$ cat config.mk
export PLATFORM = sky130hd
export DESIGN_NAME = mem_port_arbiter
export DESIGN_NICKNAME = d
export VERILOG_FILES = /design/src/rtl/mem_port_arbiter.sv
export SDC_FILE = /design/constraint.sdc
export NUM_CORES = 1
export LEC_CHECK = 0
export ABC_AREA = 0
export CAP_MARGIN = 20
export CORE_AREA = 2 2 116 130
export DETAILED_ROUTE_END_ITERATION = 12
export DIE_AREA = 0 0 118 132
export GPL_TIMING_DRIVEN = 0
export PLACE_DENSITY = 0.87
export SYNTH_ARGS = -nofsm -noshare
export SYNTH_HDL_FRONTEND = slang
export SYNTH_SLANG_ARGS = --single-unit
$ cat constraint.sdc
create_clock -name clk -period 2.45 [get_ports clk]
set_input_delay 0.735 -clock clk [delete_from_list [all_inputs] [get_ports clk]]
set_output_delay 0.735 -clock clk [all_outputs]
set_load 0.02 [all_outputs]
$ cat src/rtl/mem_port_arbiter.sv
// Two-requester (fetch/data) arbiter onto a single registered memory port.
// Optional macro MEMARB_FAIR_EN: fetch gets the next grant after a data op that finished while fetch waited.
module mem_port_arbiter #(
    parameter int unsigned TIMEOUT = 64
) (
    input  logic        clk,
    input  logic        reset,
    input  logic        if_req,
    input  logic [31:0] if_addr,
    output logic [31:0] if_rdata,
    output logic        if_ready,
    input  logic        dm_req,
    input  logic        dm_we,
    input  logic [31:0] dm_addr,
    input  logic [31:0] dm_wdata,
    input  logic [2:0]  dm_type,
    output logic [31:0] dm_rdata,
    output logic        dm_ready,
    output logic        mem_req,
    output logic        mem_we,
    output logic [31:0] mem_addr,
    output logic [31:0] mem_wdata,
    output logic [2:0]  mem_type,
    input  logic        mem_ack,
    input  logic [31:0] mem_rdata,
    output logic        busy,
    output logic        err
);

    typedef enum logic [1:0] {
        IDLE,
        IF_BUSY,
        DM_BUSY,
        DONE
    } state_t;

    localparam logic [15:0] LP_LAST    = 16'(TIMEOUT - 1);
    localparam logic [2:0]  LP_IF_TYPE = 3'b000;

    state_t      r_state;
    state_t      w_state_nxt;
    logic [15:0] r_cnt;
    logic        r_prio;
    logic        r_gnt_dm;
    logic        r_err;
    logic        r_mem_req;
    logic        r_mem_we;
    logic [31:0] r_mem_addr;
    logic [31:0] r_mem_wdata;
    logic [2:0]  r_mem_type;
    logic [31:0] r_if_rdata;
    logic [31:0] r_dm_rdata;
    logic        w_gnt_dm;
    logic        w_gnt_if;
    logic        w_ack;
    logic        w_tmo;
    logic        w_prio_set;

    always_ff @(posedge clk) begin
        if (reset) begin
            r_state <= IDLE;
        end else begin
            r_state <= w_state_nxt;
        end
    end

    always_comb begin
        w_state_nxt = r_state;
        w_gnt_dm    = 1'b0;
        w_gnt_if    = 1'b0;
        w_ack       = 1'b0;
        w_tmo       = 1'b0;
        unique case (r_state)
            IDLE: begin
                if (dm_req && !(r_prio && if_req)) begin
                    w_gnt_dm    = 1'b1;
                    w_state_nxt = DM_BUSY;
                end else if (if_req) begin
                    w_gnt_if    = 1'b1;
                    w_state_nxt = IF_BUSY;
                end
            end
            IF_BUSY, DM_BUSY: begin
                // An ack in the final allowed cycle still counts as success
                w_ack = mem_ack && r_mem_req;
                w_tmo = !w_ack && (r_cnt == LP_LAST);
                if (w_ack || w_tmo) begin
                    w_state_nxt = DONE;
                end
            end
            DONE: begin
                w_state_nxt = IDLE;
            end
            default: begin
                w_state_nxt = IDLE;
            end
        endcase
    end

`ifdef MEMARB_FAIR_EN
    assign w_prio_set = (r_state == DM_BUSY) && (w_ack || w_tmo) && if_req;
`else
    assign w_prio_set = 1'b0;
`endif

    always_ff @(posedge clk) begin
        if (reset) begin
            r_cnt       <= '0;
            r_prio      <= 1'b0;
            r_gnt_dm    <= 1'b0;
            r_err       <= 1'b0;
            r_mem_req   <= 1'b0;
            r_mem_we    <= 1'b0;
            r_mem_addr  <= '0;
            r_mem_wdata <= '0;
            r_mem_type  <= '0;
            r_if_rdata  <= '0;
            r_dm_rdata  <= '0;
        end else begin
            if (w_gnt_dm) begin
                r_mem_req   <= 1'b1;
                r_gnt_dm    <= 1'b1;
                r_cnt       <= '0;
                r_mem_we    <= dm_we;
                r_mem_addr  <= dm_addr;
                r_mem_wdata <= dm_we ? dm_wdata : 32'h0;
                r_mem_type  <= dm_type;
            end else if (w_gnt_if) begin
                r_mem_req   <= 1'b1;
                r_gnt_dm    <= 1'b0;
                r_cnt       <= '0;
                r_mem_we    <= 1'b0;
                r_mem_addr  <= if_addr;
                r_mem_wdata <= 32'h0;
                r_mem_type  <= LP_IF_TYPE;
            end
            if (w_ack || w_tmo) begin
                r_mem_req <= 1'b0;
                if (r_gnt_dm) begin
                    r_dm_rdata <= w_ack ? mem_rdata : 32'h0;
                end else begin
                    r_if_rdata <= w_ack ? mem_rdata : 32'h0;
                end
            end else if (r_state == IF_BUSY || r_state == DM_BUSY) begin
                r_cnt <= r_cnt + 16'd1;
            end
            if (w_tmo) begin
                r_err <= 1'b1;
            end
            if (w_gnt_if) begin
                r_prio <= 1'b0;
            end else if (w_prio_set) begin
                r_prio <= 1'b1;
            end
        end
    end

    assign mem_req   = r_mem_req;
    assign mem_we    = r_mem_we;
    assign mem_addr  = r_mem_addr;
    assign mem_wdata = r_mem_wdata;
    assign mem_type  = r_mem_type;
    assign if_rdata  = r_if_rdata;
    assign dm_rdata  = r_dm_rdata;
    assign if_ready  = (r_state == DONE) && !r_gnt_dm;
    assign dm_ready  = (r_state == DONE) && r_gnt_dm;
    assign busy      = (r_state != IDLE);
    assign err       = r_err;

endmodule

==> impl_metrics.py <==
metrics = {
    "outcome": {
        "status": "complete, no violations",
    },
    "global_routing": {
        "antenna_found_initial": 0,
        "grt_pass1_wl_mm": 30.6,
        "grt_usage_pct": 24.4,
        "grt_pass1_vias": 5877,
        "grt_max_degree": 18,
        "globalRouteOverflowTotal": 0,
    },
    "cts": {
        "postCtsSetupRepairBufs": 0,
        "path_clk_slew_ns": 0.07,
        "numCtsBuffers": 17,
        "clock_latency_ns": 0.43,
        "htreeDepth": 4,
        "cts.sink_count": 153,
        "cts-root-buf": "clkbuf_16",
        "cts_tree": "yes",
        "ctsLongestPathBuffers": 2,
    },
    "routing": {
        "route.antenna.remaining_nets": 0,
        "drc": 0,
        "via_count": 5837,
        "wl_mm": 19.0,
        "firstDrtPassIters": 5,
        "wl_per_cell_um": 17.3,
        "drt_iter0_drc": 409,
        "viasPerCell": 5.30,
    },
    "timing": {
        "setup_viol": 0,
        "rsz0062_at_grt": "no",
        "finClkSkew_ns": 0.0106,
        "fin_crit_ns": 2.32,
        "tightest_slew_ns": 0.674,
        "hold_slack_ns": 0.471,
        "hold_viol": 0,
        "drv_slew": 0,
        "slew_headroom_pct": 55.1,
        "period_share_pct": 94.8,
        "max_freq_ghz": 0.430,
    },
    "yosys": {
        "synth_edf_count": 0,
        "syn_inst": 606,
        "syn_area_mm2": 0.00575,
        "synth_most_common_cell": "dfxtp_1",
        "synth_seq_cells": 153,
        "ys.flop_type": "dfxtp_1",
        "netlist-cell-type-count": 45,
        "yosys.area.top_type_share_pct": 53.3,
        "synth_common_cells": "dfxtp_1 (153), nor2_1 (80), nand2_1 (74)",
        "synth_top_area_cell": "dfxtp_1",
        "yosys-top-cells-area": "dfxtp_1 (53%), a22o_1 (9.8%), nor2_1 (5.2%)",
        "syn_area_per_cell_um2": 9.48,
        "synth_fp_nets": 746,
        "yosys_warnings": 0,
        "ys_seq_area_share_pct": 53.3,
        "synthArstFlopShare_pct": 0,
    },
    "place": {
        "gp_congestion": 0.893,
        "portBuffers": 272,
        "dpl.hpwl_mm": 14.1,
        "placed_area_mm2": 0.00871,
    },
    "worst_setup_path": {
        "cp.depth": 6,
        "endpoint_kind": "register",
        "path_max_fanout": 10,
        "r2r_start": "r_state[0]",
        "worstRegToRegCells": 8,
        "critPathArrivalTime_ns": 2.60,
        "crit_buf_inv": 3,
        "r2r_end": "r_cnt[14]",
        "criticalPathCategory": "in2reg",
        "path_delay_family": "buffers and inverters",
        "cpMaxStageDelayCell": "clkdlybuf4s50_1",
        "max_stage_delay_ns": 0.56,
        "cp_data_required_time_ns": 2.73,
        "cp_cell_sequence": "clkdlybuf4s50_1 > nor2_1 > nor2_2 > clkbuf_2 > buf_1 > a311oi_1",
        "reg2reg_slack_ns": 0.19,
        "setup.worst_path.start_class": "primary input",
    },
    "floorplanning": {
        "die_height_um": 132,
        "core_mm2": 0.0142,
        "die_w_um": 118,
        "row_count": 46,
        "start_util_pct": 40.4,
        "dieArea_mm2": 0.0156,
        "ios": 274,
    },
    "power_and_ir_drop": {
        "p_leak_uw": 0.00347,
        "power.total_uw": 8740,
        "pwr_density_cell_mw_per_mm2": 938,
        "ir_worst_vdd_v": 0.000559,
    },
    "finish": {
        "final-seq-area_mm2": 0.00306,
        "drive_above_1_share_pct": 6.60,
        "antenna_cells": 0,
        "multi_input_comb_area_mm2": 0.00248,
        "nets": 1036,
        "fillers": 1119,
        "area_growth_pct": 62.1,
        "fin_area_mm2": 0.00932,
    },
    "run": {
        "max_cap_violations": 0,
    },
    "min_path": {
        "min_path_cells": 2,
        "min_to": "err",
        "hold_path_class": "reg2reg",
        "holdCritStartpoint": "err",
    },
}
-- cell usage in the layout, fill, tap and decap left out, types with 6 or more instances in the layout --
master,n
nand3_1,16
clkbuf_2,7
clkbuf_1,27
inv_1,10
clkbuf_16,17
a21oi_1,21
buf_1,6
nand4_1,8
dfxtp_1,153
a22oi_1,36
a311oi_1,32
nor2_1,79
nand2_1,73
buf_2,8
a22o_1,64
clkdlybuf4s50_1,269
-- state kept, by name, summed over array words and instances (netlist names), 2 cells and up --
register	cells
if_rdata	32
r_state	2
mem_wdata	32
mem_type	3
dm_rdata	32
r_cnt	16
mem_addr	32
-- logic make-up (layout without fill, tap and decap cells) --
kind of cell / count (synthesis) / count (layout) / share of synthesized area (%)
xor gates and xnor gates: 2 / 2 / 0.305
and+or+nand+nor: 209 / 209 / 16.7
DFF: 153 / 153 / 53.3
muxes: 4 / 4 / 0.697
AOI/OAI and AO/OA: 176 / 176 / 24.2
adders and majority gates: 3 / 3 / 0.653
buffers and inverters: 59 / 362 / 4.18
-- through the flow --
stage	TNS (ns)	util, %	worst slack (ns)	std cells
after detailed placement	-59.98	61.3	-0.751	1070
after global placement	-54.90	61.3	-0.719	1070
after global routing	0	65.5	0.00883	1101
after floorplan	0	-	0.509	606
final	0	65.5	0.126	1101
after CTS	-5.89	65.3	-0.129	1102
-- tightest hold or removal path, delay by kind of cell, from the launching register on --
family / cells / cell delay (ns)
compound gates: 1 / 0.04
flops: 1 / 0.33
simple gates: 1 / 0.07
-- area by class of cell --
type                    count  share of cell area (%)
flip-flops and latches    153                    32.9
repair buffers            272                    29.1
multi-input cells         394                    26.6
clock buffers              17                    4.57
well taps                 192                    2.58
plain buffers              48                    2.20
clock inverters            15                    1.64
inverters                  10                   0.403
-- layer usage --
metal  routed length, um  track usage [%]  vias up
li1                    -                -     2799
met1                7470             27.7     2735
met2                9580             42.9      271
met3                1580             8.09       32
met4                 414             8.10        0
met5                   0                0        -
-- report_power, final --
| group | internal [uW] | switching (uW) |
|---|---|---|
| sequential | 2890 | 253 |
| combinational | 1290 | 1760 |
| clock | 1360 | 1190 |
-- repair_timing --
item,4_1_cts,5_1_grt
endpoints found under the setup margin,98,87
resized for setup,6,11
hold buffers,0,0
cloned,0,0
-- how the worst max path moves through the flow --
stage	slack (ns)	startpoint	end
floorplan	0.51	r_state[0]	mem_addr[23]
global placement	-0.72	dm_req	mem_addr[31]
detailed placement	-0.75	dm_req	mem_addr[30]
CTS	-0.13	mem_ack	dm_rdata[2]
global route	0.009	dm_req	mem_addr[5]
finish	0.13	dm_req	mem_addr[5]
(Power assumes the default switching activity.)
